`src/rtl/cp0_ext.sv`:
```
// Coprocessor-0 for the MIPS core: SR, Cause, EPC, PrID and a Count/Compare timer.
// Arbitrates exceptions and hardware interrupts and captures the restart state.
module cp0_ext #(
   parameter int          N_HWINT   = 5,
   parameter logic [31:0] PRID      = 32'h14061150,
   parameter logic [31:0] EPC_RESET = 32'h00003000
) (
   input  logic               clk,
   input  logic               rst,
   input  logic [4:0]         addr,
   input  logic [31:0]        din,
   input  logic               we,
   input  logic [29:0]        pc,
   input  logic               bd,
   input  logic [4:0]         exc_code,
   input  logic [N_HWINT-1:0] hwint,
   input  logic               eret,
   output logic [31:0]        dout,
   output logic [29:0]        epc,
   output logic               int_req,
   output logic               timer_irq
);

   localparam logic [4:0] A_COUNT   = 5'd9;
   localparam logic [4:0] A_COMPARE = 5'd11;
   localparam logic [4:0] A_SR      = 5'd12;
   localparam logic [4:0] A_CAUSE   = 5'd13;
   localparam logic [4:0] A_EPC     = 5'd14;
   localparam logic [4:0] A_PRID    = 5'd15;

   // IM resets open for every implemented line plus the timer bit.
   localparam logic [4:0] HW_MASK  = 5'((1 << N_HWINT) - 1);
   localparam logic [5:0] IM_RESET = {1'b1, HW_MASK};

   logic [5:0]  im;
   logic        exl;
   logic        ie;
   logic [4:0]  ip_hw;
   logic        ti;
   logic        armed;
   logic        cause_bd;
   logic [4:0]  cause_exc;
   logic [29:0] epc_q;
   logic [31:0] count;
   logic [31:0] compare;

   logic [5:0]  ip;
   logic        irq;
   logic        wr_count;
   logic        wr_compare;
   logic        wr_sr;
   logic        wr_epc;

   assign wr_count   = we && (addr == A_COUNT);
   assign wr_compare = we && (addr == A_COMPARE);
   assign wr_sr      = we && (addr == A_SR);
   assign wr_epc     = we && (addr == A_EPC);

   assign ip        = {ti, ip_hw};
   assign irq       = ie && !exl && (|(ip & im));
   assign int_req   = (exc_code != 5'd0) || irq;
   assign epc       = epc_q;
   assign timer_irq = ti;

   // Capture beats mtc0, which beats eret; EXL always ends set on a capture edge.
   always_ff @(posedge clk or posedge rst) begin
      if (rst) begin
         im        <= IM_RESET;
         exl       <= 1'b0;
         ie        <= 1'b1;
         ip_hw     <= 5'd0;
         cause_bd  <= 1'b0;
         cause_exc <= 5'd0;
         epc_q     <= EPC_RESET[31:2];
      end else begin
         ip_hw <= 5'(hwint);
         if (wr_sr) begin
            im <= din[15:10];
            ie <= din[0];
         end
         if (int_req)
            exl <= 1'b1;
         else if (wr_sr)
            exl <= din[1];
         else if (eret)
            exl <= 1'b0;
         if (int_req) begin
            cause_exc <= exc_code;
            if (!exl) begin
               epc_q    <= pc;
               cause_bd <= bd;
            end
         end else if (wr_epc) begin
            epc_q <= din[31:2];
         end
      end
   end

   // Timer: TI latches on a Count/Compare match only once Compare has been written.
   always_ff @(posedge clk or posedge rst) begin
      if (rst) begin
         count   <= 32'd0;
         compare <= 32'd0;
         ti      <= 1'b0;
         armed   <= 1'b0;
      end else begin
         if (wr_count)
            count <= din;
         else
            count <= count + 32'd1;
         if (wr_compare) begin
            compare <= din;
            ti      <= 1'b0;
            armed   <= 1'b1;
         end else if (armed && (count == compare)) begin
            ti <= 1'b1;
         end
      end
   end

   always_comb begin
      dout = 32'd0;
      case (addr)
         A_COUNT:   dout = count;
         A_COMPARE: dout = compare;
         A_SR:      dout = {16'd0, im, 8'd0, exl, ie};
         A_CAUSE:   dout = {cause_bd, 15'd0, ip, 3'd0, cause_exc, 2'd0};
         A_EPC:     dout = {epc_q, 2'b00};
         A_PRID:    dout = PRID;
         default:   dout = 32'd0;
      endcase
   end

endmodule

```
`config.mk`:
```
export PLATFORM = sky130hd
export DESIGN_NAME = cp0_ext
export DESIGN_NICKNAME = d
export VERILOG_FILES = /design/src/rtl/cp0_ext.sv
export SDC_FILE = /design/constraint.sdc
export NUM_CORES = 1
export LEC_CHECK = 0
export CORE_MARGIN = 10
export CORE_UTILIZATION = 51
export CTS_CLUSTER_SIZE = 24
export DETAILED_ROUTE_END_ITERATION = 10
export PLACE_DENSITY_LB_ADDON = 0.12
export SKIP_CTS_REPAIR_TIMING = 1
export SLEW_MARGIN = 15
export SYNTH_ARGS = -nofsm -noshare
export SYNTH_HDL_FRONTEND = slang
export SYNTH_SLANG_ARGS = --single-unit
```
`constraint.sdc`:
```
create_clock -name clk -period 5.2 [get_ports clk]
set_clock_uncertainty 0.2 [all_clocks]
set_input_delay 1.04 -clock clk [delete_from_list [all_inputs] [get_ports clk]]
set_output_delay 1.04 -clock clk [all_outputs]
set_load 0.02 [all_outputs]
```
Word level (Yosys, flattened, before mapping)
Cells that the tools add are included.

storage, ports and cells
  memories kept = 0
  logic and storage cells = 48
  latch bits = 0
  bits in read-only memories = 0
  flip-flop bits (word level) = 115
  bits in writable memories = 0
  output and inout bits = 64
  bits of input ports = 82

operators by class
  mux-type cells = 10
  equality and inequality tests = 8
  multiply operators = 0
  shifts and indexed selects = 0
  div/mod/pow operators = 0
  reduce and logical (&&, ||, !) cells = 16
  bitwise operators = 2
  add/sub/neg operators = 1
  $lt $le $gt $ge = 0

operators by type and width
  cell                   number
  $pmux 32 s6            1
  $mux 30                3
  $add 32x1->32 const B  1
  $eq 32x32->1           1
  $mux 32                1
  $eq 5x4->1 const B     6
  $logic_and 1x1->1      7
  $and 6x6->6            1
  $reduce_or 6->1        1
  $mux 1                 5
  $reduce_bool 5->1      1
  $reduce_and 2->1       2
  $reduce_bool 2->1      2
  $reduce_bool 3->1      1
  $ne 2x2->1 const B     1
  $logic_not 1->1        1
  $logic_or 1x1->1       1
  $not 1->1              1

Longest topological paths before layout
  depth in word-level cells = 6
  mapped depth = 7
  depth with buffers taken out = 6

Worst setup path after synthesis
No wires, ideal clock.

  kind = input-to-output
  start point = input port addr[4]
  end point = output port dout[24]
  data arrival time = 2.446 ns
  buffers on the path = 3
  data required time = 3.960 ns
  cell stages on the path = 6
  setup slack = 1.514 ns
  path through = nor4bb_1 clkbuf_8 clkbuf_1 clkbuf_1 nand3_1 o21ai_0

between the ends
  cells in the longest elaborated chain, start to end = 2
  elaborated cells on any way between the ends = 7
  classes of those cells = eq/ne (6); mux (1)

ends and longest elaborated chain
  what             RTL line  source
  from (decl)      10        input logic [4:0] addr,
  $eq 5x4->1       123       case (addr)
  $pmux 32 s6 (*)  123
  to (decl)        18        output logic [31:0] dout,

Every way passes the cells marked *; elsewhere a longest branch is shown, timed or not.

Worst setup path after layout
  start point = input port addr[1]
  end point = output port dout[12]

Same word-level chain as after synthesis.

==> reports/metrics.csv <==
stage,metric,value,unit
synth,Cells after Synth,624,
timing,fmax,211,MHz
route,Remaining DRCs,0,
global_routing,GR Overflow Total,0,
route,ANT nets after route,0,
cts,clock sink count,115,
route,via count,5575,
power,P_int,2.53,mW
power,switching share of power,31.7,%
critical_path,max incr delay on CP,670,ps
synth,yosys warns,0,
critical_path,"delay-heaviest family, CP",buffers and inverters,
global_routing,first-pass GRT wire length,32200,µm
route,via density per instance,6.11,
finish,"commonest non-fill, non-tap cell in the layout",clkdlybuf4s50_1,
finish,nets,836,
route,Iter 0 DRT Violations,510,
timing,Final Hold Fails,0,
finish,n_diodes,0,
critical_path,crit path max fanout,17,
timing,min Tclk post-route,4730,ps
cts,clk root buf,clkbuf_16,
synth,synthesized flop and latch total,115,
cts,CTS Buf Count,17,
global_routing,Global Route Usage Sum,24.4,%
finish,"commonest non-fill, non-tap cells in the layout","clkdlybuf4s50_1 (145), dfrtp_1 (106), a21oi_1 (48)",
global_routing,initial antenna violation count,0,
placed_design,DP Worst Slack,514,ps
finish,P&R area growth vs syn,36.1,%
synth,Synth cell types,52,
timing,final setup fails,0,
synth,Post-Synthesis Cell Area,0.00623,mm²
job,max-cap violations,0,
power,Clock power frac,35.6,%
critical_path,Buf/Inv on CP,5,
cts,Worst-path clk slew,50,ps
floorplanning,# rows,40,
timing,Worst-Margin Slew,965,ps
route,wire length per cell,22.3,µm
power,Sequential Power Share,38.8,%
critical_path,Worst EP required,3960,ps
critical_path,Worst setup SP type,input port,
floorplanning,Die ar.,0.0170,mm²
critical_path,"Arr. time, crit path",3490,ps
timing,setup TNS,0,ps
route,routed wire length,20400,µm
placed_design,Detailed Place HPWL,14000,µm
critical_path,CP endpoint kind,output pin,
timing,RSZ-0062 raised after global routing,false,
timing,fin crit share,90.9,%
synth,Mean Syn Cell Area,9.99,µm²
power,Max VDD drop,300,µV
route,DRT Pass-1 Iters,7,
cts,CTS H-tree lvls,4,
power,pwr dens,437,mW/mm²
timing,worst setup margin,471,ps
critical_path,worst-path cell chain,clkdlybuf4s50_1 -> buf_4 -> inv_1 -> nor3_1 -> buf_4 -> o21ai_0 -> o211ai_1 -> clkdlybuf4s50_1,
placed_design,Placer Congestion,0.857,
finish,layout cell share with drive strength beyond 1,16.1,%
synth,"EDFF count, synth",0,
critical_path,Crit-path slowest cell,clkdlybuf4s50_1,
power,Net Switching,1.17,mW
min_path,Worst Hold Class,flop to flop,
cts,CTS Buffer Depth,2,
synth,"Seq/Total Area, Yosys",46.4,%
critical_path,crit path kind,input port to output pin,
global_routing,largest net degree at the start of global routing,65,
timing,Worst slew margin,35.7,%
power,Comb power frac,25.6,%
run_status,status,finished clean,
cts,worst skew pair latency,430,ps
cts,CTS tree,done,
floorplanning,io pins,146,
floorplanning,Core Region,0.0120,mm²
global_routing,vias in the first global route,5782,
placed_design,port bufs,145,
synth,Synth async-reset ratio,100,%
floorplanning,initial core utilization,51.9,%
synth,Syn Nets,707,
power,leakage power,3.29,nW
synth,Main synth FF type,dfrtp_1,
floorplanning,die extent in y,131,µm
floorplanning,DIE WIDTH,131,µm
timing,Max Slew Vio Count,0,
## worst reg2reg max path, delay by kind of cell (launching register included)
kind	cells	cell delay (ps)
adders and majority gates	1	320
and+or+nand+nor	3	1110
xor gates and xnor gates	1	190
AOI/OAI and AO/OA	1	160
DFF	1	450
## layer usage
metal  part of all wire, %  up-vias  global-route usage [%]
met5                     0        -                       0
met1                    42     2781                    30.6
li1                      -     2552                       -
met2                    50      208                    39.8
met4                   1.7        0                    7.65
met3                   6.7       34                    7.01
## cells by family (layout without fill, tap and decap cells)
family	Yosys count	after routing	share of synthesized area, %
AO/OA/AOI/OAI	182	182	18.5
adder cells (fa/ha/maj)	1	1	0.201
flip-flops	115	115	46.4
multiplexers	44	44	7.95
buffers and inverters	53	195	4.00
XOR/XNOR	62	62	8.71
AND/OR/NAND/NOR	167	167	14.3
## flip-flops by register name, indices dropped and copies added (netlist names)
signal     flops
armed          1
cause_bd       1
cause_exc      5
compare       32
count         32
epc           30
exl            1
ie             1
im             6
ip_hw          5
timer_irq      1
## cells in the mapped netlist, types with 2 or more instances
master / count / area share (%)
and3_2: 2 / 0.24
nand4_1: 12 / 1.2
nand3_2: 2 / 0.32
o21ai_1: 30 / 2.4
buf_6: 2 / 0.36
buf_2: 12 / 0.96
a22o_1: 4 / 0.56
a22oi_1: 47 / 5.7
inv_1: 4 / 0.24
nor3_1: 7 / 0.56
and2_1: 2 / 0.20
clkbuf_2: 2 / 0.16
and4_1: 2 / 0.28
nand2_1: 45 / 2.7
buf_1: 2 / 0.12
a222oi_1: 5 / 0.80
xor2_1: 21 / 3.0
dfrtp_1: 106 / 43
nor4_2: 5 / 1.0
a221oi_1: 13 / 1.8
xnor2_1: 41 / 5.8
a21oi_1: 49 / 3.9
clkbuf_1: 28 / 1.7
and2_2: 3 / 0.36
a21o_1: 5 / 0.60
nand3_1: 30 / 2.4
mux2_2: 44 / 8.0
o21ai_0: 21 / 1.7
a32oi_1: 5 / 0.70
nor4_1: 5 / 0.50
dfstp_2: 9 / 3.8
nor2_1: 39 / 2.3
## final cells by class
cell class,instances,area (µm²)
Multi-Input combinational cell,456,3140
Clock buffer,23,498
Fill cell,927,3530
Tap cell,147,184
Inverter,4,17.5
Timing Repair Buffer,159,1580
Sequential cell,115,2890
Clock inverter,9,173
## path summary, 6_finish.rpt
check	startpoint	end	slack, ps	depth (start not counted)
worst max-delay path	addr[1]	dout[12]	470	8
worst min-delay path	armed	armed	270	1
worst max register to register	count[0]	count[26]	2680	6
worst min register to register	armed	armed	270	1
max in group asynchronous	rst	im[1]	3040	3
min in group asynchronous	rst	ip_hw[1]	860	2
## power groups by stage
stage / clock, mW / sequential (mW) / combinational, mW
2_1_floorplan: 0 / 1.39 / 0.582
3_5_place_dp: 0 / 1.44 / 0.939
5_1_grt: 1.37 / 1.47 / 1.03
3_3_place_gp: 0 / 1.43 / 0.918
6_report: 1.32 / 1.44 / 0.949
4_1_cts: 1.33 / 1.43 / 0.955
## metrics by stage
| step | cell area [µm²] | hold WS (ps) | util (%) | power [mW] | cells |
|---|---|---|---|---|---|
| global route | 8480 | 292 | 70.6 | 3.87 | 913 |
| global placement | 7800 | 255 | 65.0 | 2.34 | 881 |
| finish | 8480 | 266 | 70.6 | 3.70 | 913 |
| CTS | 8470 | 267 | 70.6 | 3.71 | 913 |
| floorplan | 6230 | 239 | - | 1.97 | 624 |
| detailed placement | 7800 | 253 | 65.0 | 2.38 | 881 |
Note: power is estimated with default switching activity, not from simulation.
